**src/rtl/led_ctrl_pkg.sv**
```systemverilog
// Shared types and constants for the RGB LED arbiter and its PWM channels.
package led_ctrl_pkg;

    localparam int PWM_BITS = 8;

    typedef enum logic [1:0] {
        IDLE,
        FADE,
        STEADY
    } state_t;

    typedef struct packed {
        logic [PWM_BITS-1:0] r;
        logic [PWM_BITS-1:0] g;
        logic [PWM_BITS-1:0] b;
    } rgb_t;

endpackage

```
**src/rtl/pwm_channel.sv**
```systemverilog
// One colour channel: brightness level that ramps toward a target once per frame,
// and a registered PWM compare against the shared frame counter.
module pwm_channel
    import led_ctrl_pkg::*;
#(
    parameter int FADE_STEP = 4
) (
    input  logic                clk,
    input  logic                rst_n,
    input  logic                frame,
    input  logic [PWM_BITS-1:0] target,
    input  logic [PWM_BITS-1:0] pwm_cnt,
    output logic [PWM_BITS-1:0] level,
    output logic [PWM_BITS-1:0] level_next,
    output logic                pwm
);

    localparam logic [PWM_BITS-1:0] STEP =
        (FADE_STEP > 255) ? {PWM_BITS{1'b1}} : PWM_BITS'(FADE_STEP);

    logic [PWM_BITS-1:0] delta;

    // The step is clamped to the remaining distance, so the level can neither overshoot nor wrap.
    always_comb begin
        level_next = level;
        delta      = '0;
        if (target > level) begin
            delta      = target - level;
            level_next = level + ((delta > STEP) ? STEP : delta);
        end else if (target < level) begin
            delta      = level - target;
            level_next = level - ((delta > STEP) ? STEP : delta);
        end
    end

    // NOTE: sequential state uses non-blocking assignments so every register samples pre-edge values.
    always_ff @(posedge clk or negedge rst_n) begin
        if (!rst_n) begin
            level <= '0;
            pwm   <= 1'b0;
        end else begin
            if (frame) level <= level_next;
            pwm <= (pwm_cnt < level);
        end
    end

endmodule

```
**src/rtl/led_pwm_arbiter.sv**
```systemverilog
// Shares one RGB LED between NREQ prioritised requesters; ownership changes
// fade linearly and all updates happen on PWM frame boundaries.
module led_pwm_arbiter
    import led_ctrl_pkg::*;
#(
    parameter int CLK_DIV   = 188,
    parameter int NREQ      = 4,
    parameter int FADE_STEP = 4,
    parameter int MIN_HOLD  = 250
) (
    input  logic              clk,
    input  logic              rst_n,
    input  logic [NREQ-1:0]   req,
    input  logic [NREQ*24-1:0] color,
    output logic [NREQ-1:0]   grant,
    output logic              red_pwm,
    output logic              green_pwm,
    output logic              blue_pwm,
    output logic              busy
);

    localparam int DIV_W  = (CLK_DIV > 1) ? $clog2(CLK_DIV) : 1;
    localparam int HOLD_W = (MIN_HOLD > 0) ? $clog2(MIN_HOLD + 1) : 1;
    localparam int SLOT_W = $bits(rgb_t);

    logic [DIV_W-1:0]    div_cnt;
    logic [PWM_BITS-1:0] pwm_cnt;
    logic                tick;
    logic                frame;

    state_t              state_q, state_d;
    logic [NREQ-1:0]     grant_q, grant_d, pick;
    logic [HOLD_W-1:0]   hold_q, hold_d, hold_inc;
    logic                owner_req, higher_req, all_done, color_changed;
    rgb_t                target, level, level_next;

    assign tick  = (div_cnt == DIV_W'(CLK_DIV - 1));
    assign frame = tick && (pwm_cnt == {PWM_BITS{1'b1}});

    always_ff @(posedge clk or negedge rst_n) begin
        if (!rst_n) begin
            div_cnt <= '0;
            pwm_cnt <= '0;
        end else if (tick) begin
            div_cnt <= '0;
            pwm_cnt <= pwm_cnt + 1'b1;
        end else begin
            div_cnt <= div_cnt + 1'b1;
        end
    end

    // Lowest set index wins; grant_q - 1 masks exactly the higher-priority slots.
    assign pick          = req & (~req + 1'b1);
    assign owner_req     = |(req & grant_q);
    assign higher_req    = |(req & (grant_q - 1'b1));
    assign all_done      = (level_next == target);
    assign color_changed = (level != target);
    assign hold_inc      = (hold_q == HOLD_W'(MIN_HOLD)) ? hold_q : hold_q + 1'b1;

    always_comb begin
        target = '0;
        for (int i = 0; i < NREQ; i++) begin
            if (grant_q[i]) target = rgb_t'(color[SLOT_W*i +: SLOT_W]);
        end
    end

    // NOTE: every output of this block gets a default first, so no path can infer a latch.
    always_comb begin
        state_d = state_q;
        grant_d = grant_q;
        hold_d  = hold_q;
        if (frame) begin
            unique case (state_q)
                IDLE: begin
                    if (|req) begin
                        grant_d = pick;
                        hold_d  = '0;
                        state_d = FADE;
                    end
                end
                FADE: begin
                    // Covers owner drop, higher-priority preemption and pickup after a fade-out.
                    grant_d = pick;
                    if (pick != grant_q) begin
                        hold_d = '0;
                    end else if (all_done) begin
                        state_d = (|grant_q) ? STEADY : IDLE;
                    end
                end
                STEADY: begin
                    hold_d = hold_inc;
                    if (!owner_req || (hold_q == HOLD_W'(MIN_HOLD) && higher_req)) begin
                        grant_d = pick;
                        hold_d  = '0;
                        state_d = FADE;
                    end else if (color_changed) begin
                        hold_d  = hold_q;
                        state_d = FADE;
                    end
                end
                default: state_d = IDLE;
            endcase
        end
    end

    always_ff @(posedge clk or negedge rst_n) begin
        if (!rst_n) begin
            state_q <= IDLE;
            grant_q <= '0;
            hold_q  <= '0;
        end else begin
            state_q <= state_d;
            grant_q <= grant_d;
            hold_q  <= hold_d;
        end
    end

    pwm_channel #(.FADE_STEP(FADE_STEP)) u_red (
        .clk(clk), .rst_n(rst_n), .frame(frame), .target(target.r), .pwm_cnt(pwm_cnt),
        .level(level.r), .level_next(level_next.r), .pwm(red_pwm)
    );

    pwm_channel #(.FADE_STEP(FADE_STEP)) u_green (
        .clk(clk), .rst_n(rst_n), .frame(frame), .target(target.g), .pwm_cnt(pwm_cnt),
        .level(level.g), .level_next(level_next.g), .pwm(green_pwm)
    );

    pwm_channel #(.FADE_STEP(FADE_STEP)) u_blue (
        .clk(clk), .rst_n(rst_n), .frame(frame), .target(target.b), .pwm_cnt(pwm_cnt),
        .level(level.b), .level_next(level_next.b), .pwm(blue_pwm)
    );

    assign grant = grant_q;
    assign busy  = (state_q != IDLE);

endmodule
```
**config.mk**
```make
export PLATFORM = sky130hd
export DESIGN_NAME = led_pwm_arbiter
export DESIGN_NICKNAME = d
export VERILOG_FILES = /design/src/rtl/led_ctrl_pkg.sv /design/src/rtl/pwm_channel.sv /design/src/rtl/led_pwm_arbiter.sv
export SDC_FILE = /design/constraint.sdc
export NUM_CORES = 1
export LEC_CHECK = 0
export ABC_AREA = 1
export BUFFER_PORTS_ARGS = -buffer_cell sky130_fd_sc_hd__buf_4
export CAP_MARGIN = 20
export CORE_MARGIN = 2
export CORE_UTILIZATION = 61
export DETAILED_ROUTE_END_ITERATION = 10
export PLACE_DENSITY = 0.92
export SLEW_MARGIN = 20
export SYNTH_ARGS = -nofsm -noshare
export SYNTH_HDL_FRONTEND = slang
export SYNTH_SLANG_ARGS = --single-unit
```
**constraint.sdc**
```tcl
create_clock -name clk -period 6 [get_ports clk]
set_input_delay 0.6 -clock clk [delete_from_list [all_inputs] [get_ports clk]]
set_output_delay 0.6 -clock clk [all_outputs]
set_load 0.005 [all_outputs]
```
## Yosys cells after proc, flatten, opt, wreduce, memory -nomap -nowiden

Index checks and enable logic that the tools add are counted.
Widths: inputs -> output; s select.

- Flip-flop bits (word level): 57

- $add $sub $neg: 17
- Order comparisons: 15
- Equality and inequality tests: 16
- Muxes and demuxes: 33
- Bitwise gates (word level): 4
- Reductions and logical operators: 14

Operators with widths:

| cell | number |
|---|---|
| $mux 8 | 18 |
| $mux 24 | 4 |
| $sub 8x8->8 | 9 |
| $gt 8x3->1 const B | 6 |
| $lt 8x8->1 | 6 |
| $add 8x1->8 const B | 3 |
| $add 8x8->8 | 3 |
| $eq 24x24->1 | 1 |
| $eq 8x8->1 const B | 3 |
| $gt 8x8->1 | 3 |
| $ne 24x24->1 | 1 |
| $pmux 8 s3 | 1 |
| $reduce_or 4->1 | 4 |
| $and 4x4->4 | 3 |
| $mux 2 | 6 |
| $pmux 4 s3 | 1 |
| $ne 2x2->1 const B | 5 |
| $ne 3x3->1 const B | 3 |
| $mux 4 | 2 |
| $pmux 2 s3 | 1 |
| $reduce_and 6->1 | 1 |
| $reduce_and 5->1 | 1 |
| $add 4x1->4 const B | 1 |
| $ne 4x4->1 | 1 |
| 11 further kinds | 12 |

## Depth between registers and ports, before layout

- Depth after elaboration: 14
- Depth in mapped cells: 42
- Gate-level depth less buffers: 42

## Hierarchy

From an unflattened synthesis, not the netlist that was laid out.

- Cell total of the unflattened synthesis: 1675
- Area total of the unflattened synthesis: 10194.8 sq um

By module, submodules not included:

| module | times used | cells an instance | area an instance (sq um) | sequential area each (sq um) |
|---|---|---|---|---|
| led_pwm_arbiter | 1 | 685 | 3896.2 | 750.7 |
| pwm_channel (u_green) | 1 | 337 | 2129.5 | 225.2 |
| pwm_channel (u_red) | 1 | 329 | 2085.8 | 225.2 |
| pwm_channel (u_blue) | 1 | 324 | 2083.2 | 225.2 |

## Worst setup path after synthesis

OpenSTA, ideal clock, no wires.

- Kind: register to register
- Start point: register grant_q[3] (netlist: grant[3])
- End point: register state_q[0]
- Setup time: 0.113 ns
- Arrival: 4.571 ns
- Required time: 5.887 ns
- Setup slack: 1.316 ns
- Stages on the path, launching flop included: 39
- Clock period less this slack: 4.684 ns
- Path through: dfrtp_1 > inv_2 > buf_2 > o22ai_1 > o21bai_1 > inv_1 > ha_1 > inv_1 > fa_1 > nand2_1 > o21ai_0 > a21oi_1 > nor2_1 > nor2_1 > xor2_1 > nand4_1 > inv_1 > o211ai_1 > (+3 left out) > fa_1 > nand3_1 > nand2_1 > or2_2 > nand2_1 > o21ai_1 > nand3_1 > nand3_1 > nor2_1 > nand4_1 > nor2_1 > nand3_1 > nor2_1 > nand3_1 > nand2_2 > nand3_1 > nand2_1 > inv_1

- Cells in the longest elaborated chain, start to end: 10
- Elaborated cells between the ends (all ways): 54

RTL lines:

| what | RTL line | RTL |
|---|---|---|
| start, declared | led_pwm_arbiter.sv:32 | `logic [NREQ-1:0] grant_q, grant_d, pick;` |
| start signal, assigned | led_pwm_arbiter.sv:113 | `grant_q <= grant_d;` |
| $mux 24 | led_pwm_arbiter.sv:63 | `if (grant_q[i]) target = rgb_t'(color[SLOT_W*i +: SLOT_W]);` |
| $sub 8x8->8 | pwm_channel.sv:31 | `delta = level - target;` |
| $gt 8x3->1 | pwm_channel.sv:32 | `level_next = level - ((delta > STEP) ? STEP : delta);` |
| $mux 8 | pwm_channel.sv:32 |  |
| $sub 8x8->8 | pwm_channel.sv:32 |  |
| $mux 8 | pwm_channel.sv:30 | `end else if (target < level) begin` |
| $mux 8 | pwm_channel.sv:27 | `if (target > level) begin` |
| $eq 24x24->1 | led_pwm_arbiter.sv:56 | `assign all_done = (level_next == target);` |
| $ne 2x2->1 (no source line) | n/a |  |
| $reduce_and 5->1 (no source line) | n/a |  |
| end signal, assigned | led_pwm_arbiter.sv:112 | `state_q <= state_d;` |
| end, declared | led_pwm_arbiter.sv:31 | `state_t state_q, state_d;` |

Several ways; a longest one is shown, not always the timed one.
A chain may end at the register's enable or synchronous reset.

## Final worst setup path

- Start point: register grant_q[1] (netlist: grant[1])
- End point: register state_q[1]

- Cells in the longest elaborated chain, start to end: 12
- Elaborated cells between the ends (all ways): 60

RTL lines:

| what | RTL line |
|---|---|
| $mux 24 (3 in a row) | led_pwm_arbiter.sv:63 |
| $sub 8x8->8 | pwm_channel.sv:31 |
| $gt 8x3->1 | pwm_channel.sv:32 |
| $mux 8 | pwm_channel.sv:32 |
| $sub 8x8->8 | pwm_channel.sv:32 |
| $mux 8 | pwm_channel.sv:30 |
| $mux 8 | pwm_channel.sv:27 |
| $eq 24x24->1 | led_pwm_arbiter.sv:56 |
| $ne 2x2->1 (no source line) | n/a |
| $reduce_and 5->1 (no source line) | n/a |

Several ways; a longest one is shown, not always the timed one. The select of a mux whose other input is x is not followed.

==> impl_metrics.tcl <==
set metrics [dict create \
    fin_setup_tns_ns 0 \
    fillCellCount 1210 \
    portBuffers 109 \
    async_reset_ff_frac 1.00 \
    routabilityCongestion 1.03 \
    cp_common_cell "nand2_1" \
    ir_drop_uv 175 \
    clkSlewWorstSetupHoldPaths_ns 0.06 \
    grt_use_total 0.343 \
    setup_viol 0 \
    grt_pass1_vias 9705 \
    clock_skew_ns 0.00997 \
    final-max-slew-violation-count 0 \
    r2r_slack_ns 0.46 \
    cp_slowest_cell "fa_1" \
    rows 44 \
    synth_top_cell_by_area "nand2_1" \
    dr.pass1.iters 6 \
    rr_endpoint "state_q[1]" \
    overflow 0 \
    ys_warn_count 0 \
    start_util 0.622 \
    power_density_nw_per_um2 106 \
    drt_iter0_drc 831 \
    antenna_cells 0 \
    final_common_cell "nand2_1" \
    cp-start-kind "register" \
    yosys.area.top_type_share 0.165 \
    synth.distinct_cells 61 \
    fmax_mhz 181 \
    power_mw 1.10 \
    num_io_pins 110 \
    finish.net_count 1740 \
    ctsHoldBuffers 0 \
    clock_path_buffers 2 \
    area_growth_pct 15.2 \
    die_area_sq_um 15800 \
    mostFrequentLayoutCells "397 x nand2_1, 173 x inv_1, 118 x nand3_1" \
    avgSynthCellArea_sq_um 6.48 \
    maxCapViolations 0 \
    min_path_type "input port to asynchronous set/reset pin" \
    antenna_found_initial 0 \
    fin_area_sq_um 10400 \
    die_y_um 126 \
    clkLatencyLatePin_ns 0.34 \
    synth_ff_type "dfrtp_1" \
    drc_errors 0 \
    synth_area_leaders "nand2_1 17%, ha_1 16%, dfrtp_1 16%, inv_1 7.2%, nand3_1 6.6%" \
    grt_pass1_wl_um 44700 \
    coreArea_sq_um 14500 \
    fin_cells 1699 \
    vias 10016 \
    post-route-period-util 0.923 \
    drive_above_1_share 0.147 \
    leakagePower_nw 5.42 \
    ys_seq_area_frac 0.158 \
    timing.hold.ws_ns 0.334 \
    slew_headroom 0.313 \
    synth.cell_area_sq_um 9010 \
    worstReg2RegStart "grant[1]" \
    crit_required_ns 6.23 \
    wl_per_cell_um 16.0 \
    synth_cells 1390 \
    hold_violations 0 \
    timing.final.ws_setup_ns 0.463 \
    dp_cells 1684 \
    status "finished, final reports clean" \
    period_minus_slack_ns 5.54 \
    max_stage_delay_ns 0.45 \
    worstPathArrival_ns 5.76 \
    r2r_cells 38 \
    vias_per_cell 5.90 \
    placed_area_sq_um 10000 \
    grt_max_degree 58 \
    cts_buffers 9 \
    dp_hpwl_um 21300 \
    cts_tree "built" \
    post-route-util 0.717 \
    place_ws_ns 0.412 \
    synth_edf_count 0 \
    critPathKind "register to register" \
    crit_path_max_fanout 16 \
    cts_sinks 57 \
    synth-seq-cells 57 \
    h-tree-depth 3 \
    end_kind "register" \
    cts_root_buf "clkbuf_16" \
    drt_wl_total_um 27200 \
    die_x_um 126 \
    tightest_slew_ns 1.03 \
    ant_nets 0 \
]
[critical path: cells and delay by family, from the launching register on]
| family | cells | cell delay [ns] |
|---|---|---|
| buf+inv | 6 | 0.80 |
| fa+ha+maj | 3 | 1.15 |
| flops | 1 | 0.39 |
| compound gates | 2 | 0.41 |
| simple gates | 27 | 2.68 |
[flip-flops by register name (all words and copies together) (netlist names)]
signal         count
hold_q             8
u_red.level        8
div_cnt            8
state_q            2
u_red.pwm          1
u_green.level      8
grant              4
u_blue.level       8
u_green.pwm        1
u_blue.pwm         1
pwm_cnt            8
[cells by family after synthesis]
logic type | count (synthesis) | synth area share
AOI/OAI and AO/OA | 227 | 0.151
xor gates and xnor gates | 46 | 0.0447
adders and majority gates | 127 | 0.186
buffers and inverters | 218 | 0.101
DFF | 57 | 0.158
other | 2 | 0.000833
and+or+nand+nor | 713 | 0.358
[Yosys cell counts (3+ instances only)]
cell type	number
o21bai_1	3
fa_1	12
a31oi_2	5
nor2_4	6
ha_1	115
inv_1	173
nor3_1	17
nor4_1	4
nand3_2	7
o211ai_1	10
nand2_2	19
a21boi_0	4
inv_2	13
a211oi_1	4
xor2_1	38
a21o_1	6
buf_6	5
a31oi_1	17
nor2_1	86
nand3_1	118
or2_2	9
nand3b_1	7
buf_4	8
a21oi_1	64
clkbuf_1	6
o21ai_1	9
buf_2	9
nand2_1	397
dfrtp_1	57
nand4_1	23
o22ai_1	25
nor2_2	7
xnor2_1	8
o21ai_0	63
[cell type report]
type / count / area, sq um / share of cell area
clock buffer: 9 / 225 / 0.0217
multi-input combinational: 1139 / 6810 / 0.656
sequential: 57 / 1430 / 0.137
clock inverter: 6 / 92.6 / 0.00892
inverter: 189 / 726 / 0.0699
tap: 184 / 230 / 0.0222
timing repair buffer: 115 / 871 / 0.0839
[metal layers]
| metal | wire (um) | global-route usage | part of all wire |
|---|---|---|---|
| met5 | 0 | 0 | 0 |
| met4 | 1330 | 0.173 | 0.049 |
| met3 | 2480 | 0.0736 | 0.091 |
| met2 | 12800 | 0.576 | 0.47 |
| met1 | 10500 | 0.414 | 0.39 |
[power breakdown]
part	internal [mW]	switching (mW)	leakage (nW)	total, mW
combinational	0.0757	0.0776	4.65	0.153
clock	0.363	0.202	0.148	0.565
sequential	0.385	0	0.620	0.385
[worst max-delay path by stage]
| stage | from | depth (start not counted) | endpoint |
|---|---|---|---|
| floorplan | grant[3] | 38 | state_q[0] |
| global placement | grant[3] | 38 | state_q[0] |
| detailed placement | grant[3] | 38 | state_q[1] |
| CTS | grant[3] | 36 | state_q[1] |
| global route | grant[3] | 38 | state_q[0] |
| finish | grant[1] | 38 | state_q[1] |
[what timing repair did]
item / in CTS / in global routing
buffers inserted: 0 / 0
endpoints found under the setup margin: 0 / 2
resized for setup: 0 / 19
endpoints found under the hold margin: 0 / 0
(Power assumes the default switching activity.)
